`src/rtl/parity_rr_arbiter.sv`:
```
// Two-requester round-robin arbiter: captures one word, adds its even-parity bit,
// then holds the result until the consumer accepts it. Per-source acceptance counters.
module parity_rr_arbiter #(
    parameter int DW = 8
) (
    input  logic          clk,
    input  logic          rst_n,
    input  logic          req0,
    input  logic [DW-1:0] data0,
    input  logic          req1,
    input  logic [DW-1:0] data1,
    output logic          ack0,
    output logic          ack1,
    output logic          out_valid,
    input  logic          out_ready,
    output logic [DW-1:0] out_data,
    output logic          out_parity,
    output logic          out_src,
    output logic          busy,
    output logic [7:0]    cnt0,
    output logic [7:0]    cnt1
);

    typedef enum logic [1:0] {
        ST_IDLE = 2'd0,
        ST_CALC = 2'd1,
        ST_HOLD = 2'd2
    } state_t;

    // Even parity: the returned bit makes word plus parity hold an even number of ones.
    function automatic logic even_parity(input logic [DW-1:0] word);
        return ^word;
    endfunction

    state_t        r_state;
    state_t        w_state_nxt;
    logic          w_capture;
    logic          w_grant;
    logic          w_handshake;
    logic [DW-1:0] w_grant_data;

    logic          r_last;
    logic          r_ack0;
    logic          r_ack1;
    logic          r_valid;
    logic [DW-1:0] r_data;
    logic          r_parity;
    logic          r_src;
    logic          r_busy;
    logic [7:0]    r_cnt0;
    logic [7:0]    r_cnt1;

    // Next-state, grant selection and handshake detection.
    always_comb begin
        w_state_nxt  = r_state;
        w_capture    = 1'b0;
        w_grant      = 1'b0;
        w_handshake  = 1'b0;
        case (r_state)
            ST_IDLE: begin
                if (req0 || req1) begin
                    w_capture   = 1'b1;
                    // r_last==1 means requester 1 went last, so requester 0 wins contention.
                    w_grant     = (req0 && req1) ? ~r_last : req1;
                    w_state_nxt = ST_CALC;
                end else begin
                    w_state_nxt = ST_IDLE;
                end
            end
            ST_CALC: begin
                w_state_nxt = ST_HOLD;
            end
            ST_HOLD: begin
                if (r_valid && out_ready) begin
                    w_handshake = 1'b1;
                    w_state_nxt = ST_IDLE;
                end else begin
                    w_state_nxt = ST_HOLD;
                end
            end
            default: begin
                w_state_nxt = ST_IDLE;
            end
        endcase
        w_grant_data = w_grant ? data1 : data0;
    end

    // State register.
    always_ff @(posedge clk or negedge rst_n) begin
        if (!rst_n) begin
            r_state <= ST_IDLE;
        end else begin
            r_state <= w_state_nxt;
        end
    end

    // Datapath: capture, parity, valid/ack pulses, busy and acceptance counters.
    // out_valid rises on the first HOLD edge so the result appears two edges after capture.
    always_ff @(posedge clk or negedge rst_n) begin
        if (!rst_n) begin
            r_last   <= 1'b1;
            r_ack0   <= 1'b0;
            r_ack1   <= 1'b0;
            r_valid  <= 1'b0;
            r_data   <= {DW{1'b0}};
            r_parity <= 1'b0;
            r_src    <= 1'b0;
            r_busy   <= 1'b0;
            r_cnt0   <= 8'd0;
            r_cnt1   <= 8'd0;
        end else begin
            r_ack0 <= w_capture & ~w_grant;
            r_ack1 <= w_capture &  w_grant;
            r_busy <= (w_state_nxt != ST_IDLE);
            if (w_capture) begin
                r_data <= w_grant_data;
                r_src  <= w_grant;
                r_last <= w_grant;
            end
            if (r_state == ST_CALC) begin
                r_parity <= even_parity(r_data);
            end
            if (w_handshake) begin
                r_valid <= 1'b0;
            end else if (r_state == ST_HOLD) begin
                r_valid <= 1'b1;
            end
            if (w_handshake && !r_src) begin
                r_cnt0 <= r_cnt0 + 8'd1;
            end
            if (w_handshake && r_src) begin
                r_cnt1 <= r_cnt1 + 8'd1;
            end
        end
    end

    assign ack0       = r_ack0;
    assign ack1       = r_ack1;
    assign out_valid  = r_valid;
    assign out_data   = r_data;
    assign out_parity = r_parity;
    assign out_src    = r_src;
    assign busy       = r_busy;
    assign cnt0       = r_cnt0;
    assign cnt1       = r_cnt1;

endmodule

```
`config.mk`:
```
export PLATFORM = sky130hd
export DESIGN_NAME = parity_rr_arbiter
export DESIGN_NICKNAME = d
export VERILOG_FILES = /design/src/rtl/parity_rr_arbiter.sv
export SDC_FILE = /design/constraint.sdc
export NUM_CORES = 1
export LEC_CHECK = 0
export CORE_MARGIN = 3
export CORE_UTILIZATION = 36
export DETAILED_ROUTE_END_ITERATION = 6
export GPL_TIMING_DRIVEN = 0
export PLACE_DENSITY = 0.71
export SLEW_MARGIN = 40
export SYNTH_ARGS = -nofsm -noshare
export SYNTH_HDL_FRONTEND = slang
export SYNTH_SLANG_ARGS = --single-unit
```
`constraint.sdc`:
```
create_clock -name clk -period 1.9 [get_ports clk]
set_clock_uncertainty 0.15 [all_clocks]
set_input_delay 0.38 -clock clk [delete_from_list [all_inputs] [get_ports clk]]
set_output_delay 0.38 -clock clk [all_outputs]
set_load 0.03 [all_outputs]
```
=== Yosys cells after proc, flatten, opt, wreduce, memory -nomap -nowiden ===
Cells that the tools add are included.

* Output and inout port bits: 30
* Register bits: 33
* Word-level logic and storage cells: 42
* Input bits: 21

* $add $sub $neg: 2
* Mux-type cells: 13
* Equality and inequality tests: 2
* Bitwise logic cells: 4
* Reduce and logical (&&, ||, !) cells: 10

{| class="wikitable"
|+ Operators with widths
! kind !! number
|-
| 8-bit by 1-bit adder with 8-bit output, second input constant || 2
|-
| 1-bit 2-to-1 mux || 10
|-
| 8-bit 2-to-1 mux || 1
|-
| 8-bit parity || 1
|-
| 2-bit case mux with 3 select lines || 1
|-
| 1-bit logical AND || 4
|-
| 2-bit nonzero test || 2
|-
| 1-bit bitwise AND || 2
|-
| 2-bit by 1-bit == test with 1-bit output, second input constant || 1
|-
| 2-bit == test, second input constant || 1
|-
| 2-bit logical NOT || 1
|-
| 2-bit 2-to-1 mux || 1
|-
| 1-bit inverter || 2
|-
| 1-bit logical NOT || 1
|-
| 1-bit logical OR || 1
|}

=== Depth between registers and ports, before layout ===
Gate-level depths: netlist (run 1).

* Depth after elaboration: 6
* Mapped depth: 6
* Mapped depth without buffers: 5

=== Worst setup path after synthesis (run 1) ===
OpenSTA, ideal clock, no wires.

* Kind: register -> register
* Start: reg r_valid (netlist: out_valid)
* End: reg r_cnt1[6] (netlist: cnt1[6])
* Required time: 1.617 ns
* Period minus slack after synthesis: 1.641 ns
* Slack: 0.259 ns
* Library setup time: 0.133 ns
* Path buffers: 0
* Stages on the path, launching flop included: 5
* Arrival time: 1.357 ns
* Cells stage by stage: dfrtp_1 > and4b_1 > and4_1 > nand4_1 > xnor2_1

* Word-level cells in the longest chain between the ends: 4

{| class="wikitable"
|+ Ends and longest elaborated chain
! what !! RTL line !! text
|-
| from (decl) || 45 || <nowiki>logic r_valid;</nowiki>
|-
| from (signal assigned) || 104 || <nowiki>r_valid <= 1'b0;</nowiki>
|-
| from (signal assigned) || 124 || <nowiki>r_valid <= 1'b0;</nowiki>
|-
| from (signal assigned) || 126 || <nowiki>r_valid <= 1'b1;</nowiki>
|-
| 1-bit logical AND || 74 || <nowiki>if (r_valid && out_ready) begin</nowiki>
|-
| 1-bit 2-to-1 mux || 74 ||
|-
| 1-bit 2-to-1 mux || 59 || <nowiki>case (r_state)</nowiki>
|-
| 1-bit logical AND || 131 || <nowiki>if (w_handshake && r_src) begin</nowiki>
|-
| to (signal assigned) || 132 || <nowiki>r_cnt1 <= r_cnt1 + 8'd1;</nowiki>
|-
| to (decl) || 51 || <nowiki>logic [7:0] r_cnt1;</nowiki>
|}

Every way passes these cells.
A chain may end at the register's enable or synchronous reset.

=== Final worst setup path (run 1) ===
* Start: reg r_cnt1[7] (netlist: cnt1[7])
* End: out cnt1[7]

{| class="wikitable"
|+ RTL lines
! what !! RTL line !! text
|-
| to (decl) || 21 || <nowiki>output logic [7:0] cnt1</nowiki>
|}

No word-level cell between the ends.

==> key figures, run 1 <==
STA
  – Final setup vio count: 0
  – Fin. Hold Viols: 0
  – Final worst-path cycle share: 0.973
  – Setup slack after layout: 0.0504 ns
  – RSZ-0062 raised after global routing: no
  – FMAX: 541 MHz
  – Worst-Margin Slew: 0.402 ns
  – Slew Limit Fails: 0
  – Worst slew margin: 0.732
  – Final worst path period need: 1.85 ns

Placement
  – Pre-CTS setup slack: -0.122 ns
  – # port buffers: 50
  – Detailed placement HPWL: 2460 µm
  – GP Congestion: 0.746

Clocking
  – TritonCTS clock tree: built
  – Post-CTS Setup Bufs: 0
  – CTS Buffer Depth: 2
  – Root Driver: clkbuf_8
  – Total CTS buffers: 5
  – Clock Latency Late Sink: 0.28 ns
  – H-tree Lvls: 2
  – Worst-path clk slew: 0.07 ns
  – TritonCTS Sinks: 33

Min path
  – Hold Crit Depth: 1
  – HP Start: cnt0[7]$_DFFE_PN0P_
  – Hold Path Sink: cnt0[7]$_DFFE_PN0P_
  – HP Class: reg2reg

Power and ir drop
  – Sequential power share: 0.369
  – Internal power: 1.89 mW
  – Comb power frac: 0.483
  – Clock power share: 0.148
  – Switching power: 1.43 mW
  – Sw Share: 0.431
  – Leakage Power: 1.06 nW
  – Worst VDD drop: 831 µV
  – PwrDens: 1550 mW/mm²

Yosys
  – Mux cell area share after synthesis: 0.0290
  – Simple logic cell fraction of the synthesized area: 0.194
  – Post-Syn Area: 0.00147 mm²
  – Syn Area/Cell: 10.6 µm²
  – Dominant synthesized flop cell: dfrtp_1
  – Synth cell types: 26
  – Sequential-to-total area share from yosys stat: 0.564
  – XOR/XNOR Fraction of Synth Area: 0.125
  – Post-synthesis compound-gate area fraction: 0.0571
  – Adder-cell share of the synthesized area: 0.0171
  – Number of enable flip-flop cells after synthesis: 0
  – Post-synth net total: 162
  – Yosys warning total: 0
  – Number of synthesized register bits: 33
  – Largest family of logic cells by synthesized area: simple AND/OR/NAND/NOR gates
  – Cell count after synthesis: 139
  – Asr flop ratio synth: 1.00

Floorplanning
  – DIE HEIGHT: 69.9 µm
  – Core area: 0.00380 mm²
  – # rows: 22
  – Die ar.: 0.00488 mm²
  – DIE WIDTH: 69.9 µm
  – Top Ports: 51
  – Initial core utilization: 0.386

Cells and area
  – Area of the multi-input gates: 619 µm²
  – Area Overhead vs Synth: 46.0%
  – Commonest non-fill, non-tap cells in the layout: dfrtp_1 (32), clkdlybuf4s50_1 (24), xnor2_1 (20)
  – Fin nets: 221
  – Post-layout utilization of the core: 0.564
  – Ratio of cells with drive above 1 in the final layout: 0.0854
  – Seq. cell area: 827 µm²
  – Most common cell after layout, fill and taps aside: dfrtp_1
  – Fill cells: 336
  – Diode count: 0

Worst setup path
  – Critical path launch point type: flip-flop
  – R2r worst-path depth: 4
  – Critical path type: reg2out
  – Slowest CP cell: clkdlybuf4s50_1
  – Data required, critical path: 1.37 ns
  – CP bufs+invs: 1
  – R2R Path Start: out_valid$_DFFE_PN0P_
  – R2R Setup Slk: 0.34 ns
  – Worst-path maximum fanout: 2
  – Max incr delay on CP: 0.68 ns
  – Delay-heaviest family, CP: buffers and inverters
  – CP endpoint kind: primary output
  – R2R Path End: cnt1[6]$_DFFE_PN0P_
  – CP Cell Sequence: clkdlybuf4s50_1
  – CP Data Arrival Time: 1.32 ns

Routing
  – WL/cell: 13.2 µm
  – DRC violations left: 0
  – DRT Pass-1 Iters: 4
  – Initial DRC Count: 64
  – Drt via density: 4.79
  – Detailed-route via count: 1184
  – Total Wirelength: 3250 µm
  – Detail Route Antenna Nets: 0

GRT
  – Overall routing resource usage: 0.141
  – Gr ovfl total: 0
  – First-pass GRT wire length: 5410 µm
  – Vias in the first global route: 1155
  – Largest net degree at the start of global routing: 19
  – Initial antenna violation count: 0

Status
  – Status: finished, final reports clean

Run
  – Max-cap violation count: 0
==> registers in the layout, indices dropped and copies added, names as in the netlist <==
name / cells
busy: 1
out_parity: 1
r_last: 1
out_src: 1
cnt1: 8
ack1: 1
ack0: 1
cnt0: 8
out_data: 8
out_valid: 1
r_state: 2
==> synthesized netlist by cell type, drive strengths merged, types with 3 or more instances <==
| master | number | share of area |
|---|---|---|
| dfrtp | 32 | 0.55 |
| xnor2 | 20 | 0.12 |
| nor2 | 18 | 0.046 |
| nand2 | 15 | 0.038 |
| nand3 | 11 | 0.038 |
| a21oi | 8 | 0.027 |
| o21ai | 8 | 0.030 |
| and3 | 4 | 0.017 |
| nand2b | 4 | 0.017 |
| buf | 3 | 0.012 |
==> stage by stage <==
stage	hold slack [ns]	total power, mW	std cells	TNS (ns)	instance area [µm²]
2_1_floorplan	-0.0656	2.29	139	0	1470
3_3_place_gp	0.311	2.90	237	-10.17	2030
3_5_place_dp	0.184	2.96	238	-0.827	2050
4_1_cts	0.330	3.37	247	0	2120
5_1_grt	0.348	3.57	247	0	2140
6_report	0.321	3.32	247	0	2140
==> worst max path at each step <==
stage / from / to / slack, ns / cells after the start
floorplan: out_valid$_DFFE_PN0P_ / cnt1[6]$_DFFE_PN0P_ / 0.26 / 4
global placement: rst_n / out_data[4]$_DFFE_PN0P_ / -0.30 / 1
global route: cnt0[7]$_DFFE_PN0P_ / cnt0[7] / 0.02 / 1
finish: cnt1[7]$_DFFE_PN0P_ / cnt1[7] / 0.05 / 1
CTS: cnt0[6]$_DFFE_PN0P_ / cnt0[6] / 0.0004 / 1
detailed placement: out_ready / cnt1[6]$_DFFE_PN0P_ / -0.12 / 5
==> cells by family after synthesis <==
logic type / count (synthesis)
simple gates: 59
flops: 33
xor+xnor: 21
compound gates: 16
buf+inv: 4
mux: 4
fa+ha+maj: 2
==> power by group through the flow <==
stage	logic [mW]	registers [mW]	clock network (mW)
2_1_floorplan	0.693	1.59	0
3_3_place_gp	1.68	1.22	0
3_5_place_dp	1.72	1.24	0
4_1_cts	1.63	1.23	0.513
5_1_grt	1.76	1.26	0.544
6_report	1.60	1.22	0.493
==> layout make-up <==
cell class,count,area share
sequential,33,0.386
multi-input combinational,102,0.289
clock buffer,6,0.0339
buffer,3,0.00818
timing repair buffer,52,0.248
clock inverter,2,0.00467
tap,48,0.0280
inverter,1,0.00175
==> layer usage <==
metal	wire, µm	global-route usage	up-vias
met1	1390	0.170	544
met2	1510	0.221	51
met5	0	0	-
li1	-	-	585
met4	40	0.0574	0
met3	304	0.0576	4
==> timing repair <==
action	in CTS	in global routing
setup endpoints to repair	17	8
resized for setup	17	8
hold endpoints to repair	14	0
hold buffers	1	0
No activity file was read; power rests on OpenSTA's default activity.
==> run 2: changes to the inputs <==
--- a/config.mk
+++ b/config.mk
@@ -5,6 +5,7 @@
 export SDC_FILE = /design/constraint.sdc
 export NUM_CORES = 1
 export LEC_CHECK = 0
+export CAP_MARGIN = 0
 export CORE_MARGIN = 3
 export CORE_UTILIZATION = 36
 export DETAILED_ROUTE_END_ITERATION = 6
==> results of run 2 <==
Same layout as run 1: the final DEF is identical, and so are final timing and power.
==> run 3: changes to the inputs <==
--- a/config.mk
+++ b/config.mk
@@ -9,8 +9,9 @@
 export CORE_MARGIN = 3
 export CORE_UTILIZATION = 36
 export DETAILED_ROUTE_END_ITERATION = 6
+export DONT_BUFFER_PORTS = 1
 export GPL_TIMING_DRIVEN = 0
-export PLACE_DENSITY = 0.71
+export PLACE_DENSITY = 0.55
 export SLEW_MARGIN = 40
 export SYNTH_ARGS = -nofsm -noshare
 export SYNTH_HDL_FRONTEND = slang
==> key figures, run 3 (same netlist as run 1, synthesis figures left out) <==
Cells and area
  – Ratio of cells with drive above 1 in the final layout: 0.0940
  – Post-layout utilization of the core: 0.431
  – Non-filler instance count after layout: 197
  – Diode count: 0
  – Final instance area: 0.00164 mm²
  – Commonest non-fill, non-tap cells in the layout: dfrtp_1 (32), xnor2_1 (20), nor2_1 (18)
  – Fin nets: 171
  – Area Overhead vs Synth: 11.6%
  – Most common cell after layout, fill and taps aside: dfrtp_1

STA
  – Final worst-path cycle share: 0.948
  – Fin. Hold Viols: 0
  – Setup slack after layout: 0.0985 ns
  – Slew Limit Fails: 0
  – Final setup vio count: 0
  – Setup_tns: 0 ns
  – FMAX: 555 MHz
  – Worst slew margin: 0.645
  – Worst-Margin Slew: 0.532 ns
  – Final worst path period need: 1.80 ns
  – RSZ-0062 raised after global routing: no

Placement
  – Dpl cell area: 0.00153 mm²
  – Placed cells: 187
  – Detailed placement HPWL: 2170 µm
  – # port buffers: 0
  – Pre-CTS setup slack: 0.119 ns
  – GP Congestion: 0.727

Power and ir drop
  – Internal power: 1.62 mW
  – Comb power frac: 0.277
  – PwrDens: 1810 mW/mm²
  – Switching power: 1.35 mW
  – Clock power share: 0.166
  – Sequential power share: 0.558
  – Leakage Power: 0.708 nW
  – Worst VDD drop: 711 µV
  – Sw Share: 0.456

Status
  – Status: finished, final reports clean

Clocking
  – Root Driver: clkbuf_8
  – H-tree Lvls: 2
  – Worst-path clk slew: 0.06 ns
  – Total CTS buffers: 5
  – TritonCTS Sinks: 33
  – TritonCTS clock tree: built
  – CTS Buffer Depth: 2
  – Clock Latency Late Sink: 0.28 ns
  – Post-CTS Setup Bufs: 0

Floorplanning
  – DIE WIDTH: 69.9 µm
  – Top Ports: 51
  – # rows: 22
  – DIE HEIGHT: 69.9 µm
  – Die ar.: 0.00488 mm²
  – Core area: 0.00380 mm²
  – Initial core utilization: 0.386

Routing
  – DRT Pass-1 Iters: 4
  – Drt via density: 5.11
  – WL/cell: 14.7 µm
  – Initial DRC Count: 68
  – Total Wirelength: 2890 µm
  – Detailed-route via count: 1007
  – DRC violations left: 0
  – Detail Route Antenna Nets: 0

Min path
  – Hold Crit Depth: 2
  – HP Class: in2reg

Worst setup path
  – Worst-path maximum fanout: 7
  – CP endpoint kind: flip-flop
  – Critical path launch point type: flip-flop
  – Data required, critical path: 1.90 ns
  – R2r worst-path depth: 4
  – Critical path type: reg2reg
  – CP Data Arrival Time: 1.80 ns

GRT
  – Top Usage Layer GRT: met2
  – Vias in the first global route: 1011
  – Gr ovfl total: 0
  – Initial antenna violation count: 0
  – M3 GR Usage: 0.0763
  – Overall routing resource usage: 0.127
  – Met1 GRT Util: 0.140
  – First-pass GRT wire length: 4890 µm
  – Largest net degree at the start of global routing: 34
  – Met2 usage: 0.199

Run
  – Max-cap violation count: 0
## run 3: repair_timing
| action | CTS | global route |
|---|---|---|
| hold endpoints to repair | 33 | 0 |
| resized for setup | 0 | 0 |
| hold buffers | 2 | 0 |
## run 3: layer usage
metal  wire, µm  vias up  share of wire
li1           -      485              -
met3        315        6           0.11
met1       1130      473           0.39
met5          0        -              0
met4         50        0          0.017
met2       1390       43           0.48
## run 3: through the flow
step	hold slack, ns	total power [mW]
floorplan	-0.0656	2.29
global placement	-0.0645	2.46
detailed placement	-0.0648	2.49
CTS	0.0974	3.03
global route	0.109	3.21
finish	0.117	2.97
## run 3: power by group through the flow
stage	clock, mW	combinational, mW	sequential (mW)
after global placement	0	0.786	1.67
after global routing	0.556	0.953	1.70
after detailed placement	0	0.815	1.68
after floorplan	0	0.693	1.59
after CTS	0.522	0.841	1.67
final	0.491	0.821	1.66
## run 3: worst paths after layout
path	from	to	slack [ns]
worst max-delay path	out_valid$_DFFE_PN0P_	cnt1[6]$_DFFE_PN0P_	0.1
max in group asynchronous	rst_n	r_last$_DFFE_PN1P_	0.96
worst min register to register	r_last$_DFFE_PN1P_	r_last$_DFFE_PN1P_	0.36
worst min-delay path	out_ready	cnt0[2]$_DFFE_PN0P_	0.12
worst max register to register	out_valid$_DFFE_PN0P_	cnt1[6]$_DFFE_PN0P_	0.1
min in group asynchronous	rst_n	cnt0[3]$_DFFE_PN0P_	0.39
## run 3: cell type report
type / instances / area, µm²
Inverter: 1 / 3.75
Buffer: 3 / 17.5
Tap cell: 48 / 60.1
Multi-Input combinational cell: 102 / 619
Clock buffer: 8 / 80.1
Timing Repair Buffer: 2 / 30.0
Sequential cell: 33 / 827
Fill cell: 367 / 2160
## run 3: worst max-delay path, stage by stage (launching register included)
cell and delay (ns):
dfrtp_1 0.63, and4b_1 0.35, and4_1 0.26, nand4_1 0.13, xnor2_1 0.16
